`config.mk`:
```
export PLATFORM = sky130hd
export DESIGN_NAME = bpred_btb
export DESIGN_NICKNAME = d
export VERILOG_FILES = /design/src/rtl/riscv_pkg.sv /design/src/rtl/bpred_sat_cnt.sv /design/src/rtl/bpred_btb.sv
export SDC_FILE = /design/constraint.sdc
export NUM_CORES = 1
export LEC_CHECK = 0
export BUFFER_PORTS_ARGS = -buffer_cell sky130_fd_sc_hd__buf_4
export CORE_MARGIN = 5
export CORE_UTILIZATION = 35
export DETAILED_ROUTE_END_ITERATION = 10
export GPL_ROUTABILITY_DRIVEN = 0
export HOLD_SLACK_MARGIN = 0.02
export PLACE_DENSITY = 0.54
export SLEW_MARGIN = 20
export SYNTH_ARGS = -nofsm -noshare
export SYNTH_HDL_FRONTEND = slang
export SYNTH_SLANG_ARGS = --single-unit
```
`constraint.sdc`:
```
create_clock -name clk -period 6 [get_ports clk]
set_input_delay 0.6 -clock clk [delete_from_list [all_inputs] [get_ports clk]]
set_output_delay 0.6 -clock clk [all_outputs]
set_load 0.01 [all_outputs]
```
`src/rtl/riscv_pkg.sv`:
```
// Shared core-wide definitions: machine word width and the branch target buffer entry layout.
package riscv_pkg;

  localparam int XLEN      = 32;
  localparam int BTB_CNT_W = 2;

  typedef struct packed {
    logic                 valid;
    logic [XLEN-1:0]      tag;
    logic [XLEN-1:0]      target;
    logic [BTB_CNT_W-1:0] cnt;
  } btb_entry_t;

endpackage

```
`src/rtl/bpred_sat_cnt.sv`:
```
// Next-value logic for one saturating direction counter; init (allocation) wins over inc/dec.
module bpred_sat_cnt #(
  parameter int CNT_W = 2
) (
  input  logic             inc_i,
  input  logic             dec_i,
  input  logic             init_i,
  input  logic [CNT_W-1:0] cnt_i,
  output logic [CNT_W-1:0] cnt_o
);

  localparam logic [CNT_W-1:0] CNT_MAX    = {CNT_W{1'b1}};
  localparam logic [CNT_W-1:0] CNT_WEAK_T = {1'b1, {(CNT_W-1){1'b0}}};

  always_comb begin
    cnt_o = cnt_i;
    if (init_i) begin
      cnt_o = CNT_WEAK_T;
    end else if (inc_i) begin
      if (cnt_i != CNT_MAX) cnt_o = cnt_i + 1'b1;
    end else if (dec_i) begin
      if (cnt_i != '0) cnt_o = cnt_i - 1'b1;
    end
  end

endmodule

```
`src/rtl/bpred_btb.sv`:
```
// Fully associative branch target buffer with per-entry direction counters and a one-cycle lookup.
module bpred_btb
  import riscv_pkg::*;
#(
  parameter int ENTRIES = 8,
  parameter int CNT_W   = BTB_CNT_W
) (
  input  logic            clk,
  input  logic            reset_n,
  input  logic            flush_i,
  input  logic            lkp_v_i,
  input  logic [XLEN-1:0] lkp_pc_i,
  output logic            lkp_v_o,
  output logic            lkp_hit_o,
  output logic            lkp_taken_o,
  output logic [XLEN-1:0] lkp_target_o,
  input  logic            upd_v_i,
  input  logic [XLEN-1:0] upd_pc_i,
  input  logic [XLEN-1:0] upd_target_i,
  input  logic            upd_taken_i
);

  localparam int IDX_W = $clog2(ENTRIES);

  logic [ENTRIES-1:0]            valid_q, valid_d;
  logic [XLEN-1:0]               tag_q    [ENTRIES];
  logic [XLEN-1:0]               target_q [ENTRIES];
  logic [ENTRIES-1:0][CNT_W-1:0] cnt_q, cnt_d;
  logic [IDX_W-1:0]              rr_q, rr_d;

  logic [ENTRIES-1:0] lkp_match, upd_match, upd_sel, alloc_sel;
  logic               lkp_hit, lkp_taken;
  logic [XLEN-1:0]    lkp_target;
  logic               upd_ok, upd_hit, alloc, any_invalid;
  logic [IDX_W-1:0]   victim;

  logic            lkp_v_q, lkp_hit_q, lkp_taken_q;
  logic [XLEN-1:0] lkp_target_q;

  // Allocation only happens on an update miss, so at most one valid entry can ever match a PC.
  for (genvar gi = 0; gi < ENTRIES; gi++) begin : g_entry
    assign lkp_match[gi] = valid_q[gi] && (tag_q[gi] == lkp_pc_i);
    assign upd_match[gi] = valid_q[gi] && (tag_q[gi] == upd_pc_i);
    assign upd_sel[gi]   = upd_ok && upd_match[gi];
    assign alloc_sel[gi] = alloc && (victim == IDX_W'(gi));

    bpred_sat_cnt #(.CNT_W(CNT_W)) u_cnt (
      .inc_i  (upd_sel[gi] && upd_taken_i),
      .dec_i  (upd_sel[gi] && !upd_taken_i),
      .init_i (alloc_sel[gi]),
      .cnt_i  (cnt_q[gi]),
      .cnt_o  (cnt_d[gi])
    );
  end

  always_comb begin
    lkp_hit    = |lkp_match;
    lkp_taken  = 1'b0;
    lkp_target = '0;
    for (int i = 0; i < ENTRIES; i++) begin
      if (lkp_match[i]) begin
        lkp_taken  = lkp_taken | cnt_q[i][CNT_W-1];
        lkp_target = lkp_target | target_q[i];
      end
    end
  end

  // Lowest-index invalid entry wins; the round-robin pointer is only the fallback.
  always_comb begin
    victim      = rr_q;
    any_invalid = 1'b0;
    for (int i = ENTRIES - 1; i >= 0; i--) begin
      if (!valid_q[i]) begin
        victim      = IDX_W'(i);
        any_invalid = 1'b1;
      end
    end
  end

  assign upd_ok  = upd_v_i && !flush_i;
  assign upd_hit = |upd_match;
  assign alloc   = upd_ok && !upd_hit && upd_taken_i;

  always_comb begin
    valid_d = valid_q | alloc_sel;
    rr_d    = rr_q;
    if (alloc && !any_invalid) rr_d = rr_q + 1'b1;
    if (flush_i) begin
      valid_d = '0;
      rr_d    = '0;
    end
  end

  always_ff @(posedge clk) begin
    if (!reset_n) begin
      valid_q <= '0;
      rr_q    <= '0;
    end else begin
      valid_q <= valid_d;
      rr_q    <= rr_d;
    end
  end

  // Payload needs no reset; writes are still held off during reset so no update leaks through.
  always_ff @(posedge clk) begin
    if (reset_n) begin
      cnt_q <= cnt_d;
      for (int i = 0; i < ENTRIES; i++) begin
        if (alloc_sel[i]) tag_q[i] <= upd_pc_i;
        if (alloc_sel[i] || (upd_sel[i] && upd_taken_i)) target_q[i] <= upd_target_i;
      end
    end
  end

  always_ff @(posedge clk) begin
    if (!reset_n || flush_i) begin
      lkp_v_q      <= 1'b0;
      lkp_hit_q    <= 1'b0;
      lkp_taken_q  <= 1'b0;
      lkp_target_q <= '0;
    end else begin
      lkp_v_q      <= lkp_v_i;
      lkp_hit_q    <= lkp_v_i && lkp_hit;
      lkp_taken_q  <= lkp_v_i && lkp_taken;
      lkp_target_q <= lkp_v_i ? lkp_target : '0;
    end
  end

  assign lkp_v_o      = lkp_v_q;
  assign lkp_hit_o    = lkp_hit_q;
  assign lkp_taken_o  = lkp_taken_q;
  assign lkp_target_o = lkp_target_q;

endmodule

```
==> results.toml <==
[status]
run_status = "finished, final reports clean"

[sta]
rsz0062_at_grt = "no"
tightest_slew_ns = 1.139
min_period_ns = 4.204
finalSetupViolations = 0
timing.setup.tns_ns = 0
relSlewSlack_pct = 23.39
fin_crit_sh_pct = 70.07
max_freq_ghz = 0.2378
finalHoldViolations = 0
finalClockSkew_ns = 0.05688
slew_viol_final = 0

[pwr]
clkPwrFrac_pct = 45.1
p_per_area_mw_per_mm2 = 297.1
internal_power_mw = 6.921
power.share.switching_pct = 22.93
power_frac_seq_pct = 48.8
cellLeakagePower_nw = 9.387
switchingPower_mw = 2.060
comb_power_share_pct = 6.1
ir_drop_mv = 0.2727

[synthesis]
syn_nets = 1916
netlist.top_cell.by_area = "edfxtp_1"
ys_ff_latch = 574
ys.flop_type = "edfxtp_1"
synth_edf_count = 528
synth_cell_types = 62
synthArstFlopShare_pct = 0
netlist_top_cells_area = "edfxtp_1 61%, xnor2_1 11%, xor2_1 6.8%"
avgSynthCellArea_um2 = 14.30
syn_inst = 1813
yosys_warnings = 0
seq_area_frac_synth_pct = 64.71
synth_top_area_share_pct = 61.16
syn_area_mm2 = 0.02592

[run]
drv_cap = 0

[cells_and_area]
drive_gt1_share_pct = 14.94
fill_cells = 6669
num-nets-final = 2045
postLayoutCellArea_mm2 = 0.03022
final_cell_mix = "528 x edfxtp_1, 326 x xnor2_1, 201 x xor2_1"
layout_commonest_cell = "edfxtp_1"
postLayoutCoreUtil_pct = 41.29
area_growth_pct = 16.58

[cts]
post_cts_buffers = 0
clock_sinks = 574
root_buffer = "clkbuf_16"
postCtsHoldBufs = 0
clk_pin_slew_ns = 0.06
cts_resized = 0
clock_latency_ns = 0.62
tritoncts = "done"
cts_made_buffers = 67
clk_path_buf_depth = 3
htreeDepth = 3

[die]
io_pins = 137
die-area_mm2 = 0.07961
core_area_mm2 = 0.07321
die_x_um = 282.2
initial_core_util_pct = 35.41
rows = 99
die_h_um = 282.2

[global_routing]
track_usage_pct = 22.17
grt_pass1_vias = 16760
grt_max_degree = 36
grt_pass1_wl_um = 125500
antenna_found_initial = 3
overflow = 0

[setup_path]
worst_setup_path_end_kind = "register"
crit_required_ns = 6.30
crit_fanout = 20
worstSetupPathType = "register to register"
arrival_ns = 4.50
start_kind = "register"

[worst_hold_path]
hold_path.class = "input port to register"

[detailed_routing]
drtPass1Iterations = 7
route.detailed.drc = 0
final_antenna_net_count = 0
avgViaCountPerCell = 5.730
num_vias = 16940
drtIter0Drc = 1986
finalWirelength_um = 90570
drt-wirelength-per-cell_um = 30.64

[placed_design]
dp_hpwl_um = 62370
numPortBuffers = 136
place_area_mm2 = 0.02801
## metrics by stage
stage / worst slack (ns) / std cells / hold WS, ns / power, mW
2_1_floorplan: 0.9132 / 1813 / 0.4876 / 4.735
3_3_place_gp: 1.208 / 2832 / 0.5133 / 4.998
3_5_place_dp: 1.445 / 2832 / 0.5244 / 4.998
4_1_cts: 1.900 / 2953 / 0.1910 / 9.043
5_1_grt: 1.707 / 2955 / 0.1966 / 9.240
6_report: 1.796 / 2956 / 0.2223 / 8.981
## path summary, 6_finish.rpt
check	slack (ns)	from	end	cells after the start
max	1.80	tag_q[0][53]	tag_q[0][47]	10
min reg2reg	0.54	target_q[1][43]	lkp_target_o[11]	2
min	0.22	upd_target_i[2]	target_q[0][98]	1
max reg2reg	1.80	tag_q[0][53]	tag_q[0][47]	10
## cell families after synthesis
group	synth area share, %
flops	64.71
fa+ha+maj	0.04825
mux	0.03861
simple gates	8.793
buf+inv	2.075
xor+xnor	17.80
compound gates	6.530
## sequential cells by signal, summed over array words and instances (netlist names)
name	flops
lkp_taken_o	1
cnt_q	16
rr_q	3
lkp_v_o	1
target_q	256
tag_q	256
lkp_hit_o	1
lkp_target_o	32
valid_q	8
## layer usage
metal	track usage (%)	share of wire (%)
met1	28.21	39
met2	34.47	45
met3	4.762	8.1
met4	14.29	7.7
met5	0	0
## power by group through the flow
stage | combinational, mW | sequential, mW | clock (mW)
4_1_cts | 0.538 | 4.38 | 4.13
3_5_place_dp | 0.536 | 4.46 | 0
6_report | 0.551 | 4.38 | 4.05
5_1_grt | 0.564 | 4.38 | 4.30
2_1_floorplan | 0.272 | 4.46 | 0
3_3_place_gp | 0.536 | 4.46 | 0
## worst max-delay path, stage by stage, from the launching register on
cell      delay (ns)
edfxtp_1        0.42
xor2_1          0.62
nor4_1          0.13
nand4_1         0.14
nor3_1          0.10
a211o_1         0.32
nor3_2          0.34
buf_4           0.30
nand3_2         0.31
nor2_4          0.79
buf_4           0.35
## synthesized netlist by cell type (33+ instances only)
master,count
nor4_1,89
a221oi_1,33
a22o_1,34
a31oi_1,43
buf_2,67
xor2_1,201
nand4_1,93
a22oi_1,66
xnor2_1,326
dfxtp_1,46
nand2_1,56
edfxtp_1,528
nor2_1,36
## final cells by class
type	count	area, um2	area share (%)
clock inverter	37	390.4	1.292
inverter	7	26.28	0.08693
clock buffer	84	1813	5.999
tap	959	1200	3.970
multi-input combinational	1130	8795	29.10
antenna	3	7.507	0.02484
timing repair buffer	162	1216	4.024
sequential	574	16780	55.51
Power figures use the tool's default switching activity.
